===== src/rtl/seq_divider_if.sv =====
// Handshake and result bundle for the sequential restoring divider.
// The master drives the request; the slave (the divider) returns the results.
interface seq_divider_if #(
    parameter int WIDTH = 6
);
    logic                 start;
    logic [2*WIDTH-1:0]   dividend;
    logic [WIDTH-1:0]     divisor;
    logic [2*WIDTH-1:0]   quotient;
    logic [WIDTH-1:0]     remainder;
    logic                 busy;
    logic                 done;
    logic                 err;

    modport master (
        output start, dividend, divisor,
        input  quotient, remainder, busy, done, err
    );

    modport slave (
        input  start, dividend, divisor,
        output quotient, remainder, busy, done, err
    );
endinterface


===== src/rtl/seq_divider.sv =====
// Sequential restoring divider: one quotient bit per clock, 2*WIDTH cycles per divide.
// A zero divisor short-circuits to DONE with err set and a saturated quotient.
module seq_divider #(
    parameter int WIDTH = 6
) (
    input  logic          clk,
    input  logic          rst_n,
    seq_divider_if.slave  bus
);
    localparam int QW = 2 * WIDTH;
    localparam int CW = $clog2(QW + 1);

    typedef enum logic [1:0] {
        S_IDLE,
        S_CALC,
        S_DONE
    } state_t;

    state_t           r_state;
    logic [WIDTH:0]   r_rem;
    logic [QW-1:0]    r_quo;
    logic [WIDTH-1:0] r_div;
    logic [CW-1:0]    r_cnt;
    logic             r_busy;
    logic             r_done;
    logic             r_err;

    logic [WIDTH:0]   w_shift;
    logic [WIDTH+1:0] w_diff;
    logic             w_neg;

    // r_quo starts as the dividend and fills with quotient bits from the LSB side,
    // so its MSB is always the next dividend bit to bring into the remainder.
    assign w_shift = {r_rem[WIDTH-1:0], r_quo[QW-1]};
    assign w_diff  = {1'b0, w_shift} - {2'b00, r_div};
    assign w_neg   = w_diff[WIDTH+1];

    // NOTE: sequential state uses non-blocking assignments so every register
    // samples the pre-edge values regardless of statement order.
    always_ff @(posedge clk or negedge rst_n) begin
        if (!rst_n) begin
            r_state <= S_IDLE;
            r_rem   <= '0;
            r_quo   <= '0;
            r_div   <= '0;
            r_cnt   <= '0;
            r_busy  <= 1'b0;
            r_done  <= 1'b0;
            r_err   <= 1'b0;
        end else begin
            r_done <= 1'b0;
            case (r_state)
                S_IDLE: begin
                    if (bus.start) begin
                        r_busy <= 1'b1;
                        if (bus.divisor != '0) begin
                            r_div   <= bus.divisor;
                            r_quo   <= bus.dividend;
                            r_rem   <= '0;
                            r_cnt   <= CW'(QW);
                            r_err   <= 1'b0;
                            r_state <= S_CALC;
                        end else begin
                            r_quo   <= '1;
                            r_rem   <= {1'b0, bus.dividend[WIDTH-1:0]};
                            r_err   <= 1'b1;
                            r_done  <= 1'b1;
                            r_state <= S_DONE;
                        end
                    end
                end
                S_CALC: begin
                    r_rem <= w_neg ? w_shift : w_diff[WIDTH:0];
                    r_quo <= {r_quo[QW-2:0], ~w_neg};
                    r_cnt <= r_cnt - CW'(1);
                    if (r_cnt == CW'(1)) begin
                        r_done  <= 1'b1;
                        r_state <= S_DONE;
                    end
                end
                S_DONE: begin
                    r_busy  <= 1'b0;
                    r_state <= S_IDLE;
                end
                default: begin
                    r_busy  <= 1'b0;
                    r_state <= S_IDLE;
                end
            endcase
        end
    end

    assign bus.quotient  = r_quo;
    assign bus.remainder = r_rem[WIDTH-1:0];
    assign bus.busy      = r_busy;
    assign bus.done      = r_done;
    assign bus.err       = r_err;
endmodule


===== src/flat_wrapper.sv =====
// flat-port wrapper written by rule: the top's interface ports become plain ports
module seq_divider_flat 
#(
    parameter int WIDTH = 6
)
  (clk, rst_n, bus_start, bus_dividend, bus_divisor, bus_quotient, bus_remainder, bus_busy, bus_done, bus_err);
  seq_divider_if #(.WIDTH(WIDTH)) bus_i ();
  input  logic clk;
  input  logic rst_n;
  input wire logic [$bits(bus_i.start)-1:0] bus_start;
  input wire logic [$bits(bus_i.dividend)-1:0] bus_dividend;
  input wire logic [$bits(bus_i.divisor)-1:0] bus_divisor;
  output wire logic [$bits(bus_i.quotient)-1:0] bus_quotient;
  output wire logic [$bits(bus_i.remainder)-1:0] bus_remainder;
  output wire logic [$bits(bus_i.busy)-1:0] bus_busy;
  output wire logic [$bits(bus_i.done)-1:0] bus_done;
  output wire logic [$bits(bus_i.err)-1:0] bus_err;
  assign bus_i.start = bus_start;
  assign bus_i.dividend = bus_dividend;
  assign bus_i.divisor = bus_divisor;
  assign bus_quotient = bus_i.quotient;
  assign bus_remainder = bus_i.remainder;
  assign bus_busy = bus_i.busy;
  assign bus_done = bus_i.done;
  assign bus_err = bus_i.err;
  seq_divider #(.WIDTH(WIDTH)) u_core (.clk(clk), .rst_n(rst_n), .bus(bus_i));
endmodule

===== config.mk =====
export PLATFORM = sky130hd
export DESIGN_NAME = seq_divider_flat
export DESIGN_NICKNAME = d
export VERILOG_FILES = /design/src/rtl/seq_divider_if.sv /design/src/rtl/seq_divider.sv /design/src/flat_wrapper.sv
export SDC_FILE = /design/constraint.sdc
export NUM_CORES = 1
export LEC_CHECK = 0
export ABC_AREA = 1
export BUFFER_PORTS_ARGS = -buffer_cell sky130_fd_sc_hd__buf_2
export CAP_MARGIN = 40
export CORE_MARGIN = 10
export CORE_UTILIZATION = 45
export DETAILED_ROUTE_END_ITERATION = 8
export PLACE_DENSITY_LB_ADDON = 0.25
export SYNTH_ARGS = -nofsm -noshare
export SYNTH_HDL_FRONTEND = slang
export SYNTH_SLANG_ARGS = --single-unit

===== constraint.sdc =====
create_clock -name clk -period 1.85 [get_ports clk]
set_input_delay 0.185 -clock clk [delete_from_list [all_inputs] [get_ports clk]]
set_output_delay 0.185 -clock clk [all_outputs]
set_load 0.02 [all_outputs]

After elaboration in Yosys (flattened, before gate mapping)
Cells that the tools add are included.
- bits in registers: 33
- bits of input ports: 21
- output and inout port bits: 21
- word-level logic and storage cells: 46
- add/sub/neg operators: 2
- eq/ne operators: 5
- muxes and demuxes: 20
- bitwise logic cells: 2
- reduce and logical (&&, ||, !) cells: 9
- operator list (kind ; number):
    12-bit 2-to-1 mux ; 2
    12-bit case mux with 2 select lines ; 1
    6-bit 2-to-1 mux ; 3
    6-bit case mux with 2 select lines ; 1
    4-bit 2-to-1 mux ; 2
    4-bit case mux with 2 select lines ; 1
    2-bit AND reduction ; 4
    7-bit by 6-bit subtractor with 8-bit output ; 1
    2-bit 2-to-1 mux ; 3
    3-bit AND reduction ; 2
    6-bit nonzero test ; 1
    4-bit by 1-bit == test with 1-bit output (second input constant) ; 1
    1-bit 2-to-1 mux ; 4
    2-bit by 1-bit inequality test with 1-bit output (second input constant) ; 2
    1-bit case mux with 2 select lines ; 2
    2-bit case mux with 2 select lines ; 1
    4-bit by 1-bit subtractor with 4-bit output (second input constant) ; 1
    2-bit by 1-bit == test with 1-bit output (second input constant) ; 1
    2-bit logical NOT ; 1
    2-bit inequality test (second input constant) ; 1
    1-bit NOT ; 2
    2-bit nonzero test ; 1

Logic depth before layout (Yosys ltp)
- depth after elaboration: 4
- depth in mapped cells: 11
- mapped depth without buffers: 11

Worst setup path after synthesis
Ideal clock, no wire load.
- kind: flip-flop to flip-flop
- start: register u_core.r_quo[11] (netlist: u_core.bus.quotient[11])
- end: register u_core.r_rem[4]
- library setup time: 77 ps
- data arrival time: 1579 ps
- data required time: 1773 ps
- path slack: 194 ps
- cell stages (with the launch flop): 12
- buffers on the path: 0
- clock period less this slack: 1656 ps
- cells stage by stage: dfrtp_1 -> inv_1 -> ha_1 -> inv_1 -> fa_1 -> nand3_1 -> nand3_1 -> nand2_1 -> nand2_1 -> nand2_1 -> nand3_1 -> a21oi_1
- longest elaborated chain between the ends: 3
- RTL lines (element ; RTL line ; RTL):
    start: declaration ; seq_divider.sv:21 ; logic [QW-1:0] r_quo;
    start signal: assignment ; seq_divider.sv:58 ; r_quo <= bus.dividend;
    start signal: assignment ; seq_divider.sv:74 ; r_quo <= {r_quo[QW-2:0], ~w_neg};
    7-bit by 6-bit subtractor with 8-bit output ; seq_divider.sv:35 ; assign w_diff = {1'b0, w_shift} - {2'b00, r_div};
    6-bit 2-to-1 mux ; seq_divider.sv:73 ; r_rem <= w_neg ? w_shift : w_diff[WIDTH:0];
    6-bit case mux with 2 select lines ; seq_divider.sv:52 ; case (r_state)
    end signal: assignment ; seq_divider.sv:65 ; r_rem <= {1'b0, bus.dividend[WIDTH-1:0]};
    end signal: assignment ; seq_divider.sv:73 ;
    end: declaration ; seq_divider.sv:20 ; logic [WIDTH:0] r_rem;
Every way passes these cells.
A chain may end at the register's enable or synchronous reset.

Worst setup path in the final report
Same ends and word-level chain as after synthesis.

==> results_dict.tcl <==
set metrics [dict create \
    status "complete, no violations" \
    yosysUniqueCellTypes 32 \
    finalCritPeriodShare 0.906 \
    crit_path_max_fanout 3 \
    maxCapViolations 0 \
    placed_cell_area_um2 2190 \
    wl_um 4580 \
    vias 1696 \
    setup_tns_ps 0 \
    clockRootBuffer "clkbuf_8" \
    die-height_um 85.4 \
    wl_per_cell_um 13.6 \
    finalInstanceArea_um2 2280 \
    worst_skew_pair.late_latency_ps 280 \
    cellPowerDensity_nw_per_um2 2070 \
    yosysSeqAreaShare 0.429 \
    drt-vias-per-instance 5.02 \
    clockBufferDepth 2 \
    finalHoldViolCount 0 \
    rsz0062_at_grt "no" \
    overflow 0 \
    grt_max_degree 34 \
    syn2layout_area_growth_pct 18.5 \
    final_cells 338 \
    io_pins 42 \
    nets 317 \
    drive_above_1_share 0.247 \
    clkPwrFrac 0.110 \
    ys_ff_latch 33 \
    layout_common_cells "51 x nand2_1, 41 x buf_2, 38 x inv_1" \
    critPathMaxStageDelay_ps 400 \
    dieWidth_um 85.4 \
    dp_hpwl_um 3450 \
    path_clk_slew_ps 70 \
    grt_pass1_wl_um 8140 \
    p_int_mw 2.43 \
    placed_cells 329 \
    seqPwrFrac 0.283 \
    crit_type "reg -> reg" \
    row_count 23 \
    synth_warnings 0 \
    grt_usage 0.137 \
    critPathArrivalTime_ps 1890 \
    cts_setup_buffers 0 \
    slew_headroom 0.508 \
    synth_area_um2 1930 \
    hold_ws_ps 120 \
    syn_nets 269 \
    synth_ff_type "dfrtp_1" \
    pwr-share-comb 0.607 \
    grt_pass1_vias 1725 \
    antenna_found_initial 0 \
    clock.fmax_mhz 596 \
    synth_area_per_cell_um2 8.06 \
    hold_path_class "in -> reg" \
    worst_pin_slew_ps 738 \
    crit_chain "inv_2, ha_1, inv_1, fa_1, nand3_1, nand3_1, nand2_1, nand2_1, nand2_1, nand3_1, a21oi_1" \
    slowest_stage "fa_1" \
    p_leak_nw 1.22 \
    dieArea_um2 7300 \
    place.gp.congestion 0.806 \
    ir_drop_mv 0.788 \
    core_area_um2 4060 \
    cts_sinks 33 \
    finClkSkew_ps 7.06 \
    cts_buffers 5 \
    synth_edf_count 0 \
    ys_async_sr_fraction 1.00 \
    cts_tree "built" \
    cp.required_ps 2060 \
    layout_commonest_cell "nand2_1" \
    min_period_ps 1680 \
    io_buffers 41 \
    crit_path_end_kind "register" \
    drtIter0Drc 108 \
    first_pass_iters 4 \
    ant_nets 0 \
    synthCells 239 \
    slew_viol_final 0 \
    route.detailed.drc 0 \
    crit_path_start_kind "register" \
    setup_viol 0 \
    antennaDiodeCount 0 \
    p_sw_mw 2.28 \
    swShare 0.484 \
    initial_core_util 0.475 \
    htreeDepth 2 \
]
==> kinds of logic (layout without fill, tap and decap cells) <==
logic type	Yosys count	after routing	share of synthesized area
DFF	33	33	0.429
adders and majority gates	9	9	0.0624
and+or+nand+nor	108	108	0.263
buffers and inverters	48	97	0.105
xor gates and xnor gates	1	1	0.00455
AOI/OAI and AO/OA	40	40	0.136
==> metal layers <==
metal / wire length [µm] / share of wire / track usage
met3: 361 / 0.079 / 0.0535
met4: 61 / 0.013 / 0.0404
met5: 0 / 0 / 0
met1: 2130 / 0.46 / 0.167
met2: 2030 / 0.44 / 0.216
==> area by class of cell <==
cell class | count | area [µm²]
tap | 50 | 62.6
inverter | 42 | 160
clock inverter | 2 | 10.0
sequential | 33 | 826
timing repair buffer | 47 | 253
clock buffer | 6 | 72.6
multi-input combinational | 158 | 897
fill | 391 | 1780
==> power by group through the flow <==
stage | registers, mW | logic (mW) | clock network (mW)
global route | 1.39 | 3.32 | 0.575
floorplan | 1.58 | 1.90 | 0
finish | 1.33 | 2.86 | 0.519
global placement | 1.33 | 2.82 | 0
detailed placement | 1.35 | 2.87 | 0
CTS | 1.34 | 2.89 | 0.536
==> synthesized netlist by cell type (3+ instances only) <==
master	count	area share
a21oi_1	11	0.029
a22oi_1	5	0.019
buf_2	4	0.010
dfrtp_1	33	0.43
ha_1	8	0.052
inv_1	39	0.076
nand2_1	51	0.099
nand2_2	3	0.0097
nand2_4	3	0.018
nand3_1	21	0.055
nor2_1	20	0.039
nor2_2	4	0.013
o211ai_1	3	0.012
o21ai_0	8	0.021
o22ai_1	3	0.0097
o31ai_1	3	0.012
==> final timing paths <==
kind                                                     start                                   to  slack (ps)  cells past startpoint
min in group asynchronous                                rst_n          u_core.r_div[4]$_DFFE_PN0P_         500                      2
setup reg to reg           u_core.bus.quotient[11]$_DFFE_PN0P_          u_core.r_rem[4]$_DFFE_PN0P_         170                     11
hold / removal                                bus_dividend[11]  u_core.bus.quotient[11]$_DFFE_PN0P_         120                      3
max in group asynchronous                                rst_n        u_core.r_state[1]$_DFFE_PN0P_         880                      2
hold reg to reg                    u_core.bus.busy$_DFFE_PN0P_          u_core.bus.busy$_DFFE_PN0P_         490                      2
setup / recovery           u_core.bus.quotient[11]$_DFFE_PN0P_          u_core.r_rem[4]$_DFFE_PN0P_         170                     11
==> critical path: cells and delay by family, from the launching register on <==
family | cells | cell delay [ps]
and+or+nand+nor | 6 | 400
DFF | 1 | 390
adders and majority gates | 2 | 550
buffers and inverters | 2 | 140
AOI/OAI and AO/OA | 1 | 140
==> through the flow <==
| stage | utilization | power, mW | setup slack [ps] |
|---|---|---|---|
| 2_1_floorplan | - | 3.48 | 194 |
| 3_3_place_gp | 0.539 | 4.16 | 218 |
| 3_5_place_dp | 0.539 | 4.22 | 190 |
| 4_1_cts | 0.562 | 4.77 | 134 |
| 5_1_grt | 0.562 | 5.28 | 2.68 |
| 6_report | 0.562 | 4.71 | 174 |
==> state kept, by name, indices dropped and copies added, names as in the netlist <==
name,count
u_core.bus.quotient,12
u_core.r_div,6
u_core.r_rem,6
u_core.r_cnt,4
u_core.r_state,2
u_core.bus.busy,1
u_core.bus.done,1
u_core.bus.err,1
==> repair_timing <==
item,4_1_cts,5_1_grt
gates resized for setup,0,1
endpoints found under the hold margin,33,0
endpoints found under the setup margin,0,1
hold buffers,1,0
(Power assumes the default switching activity.)
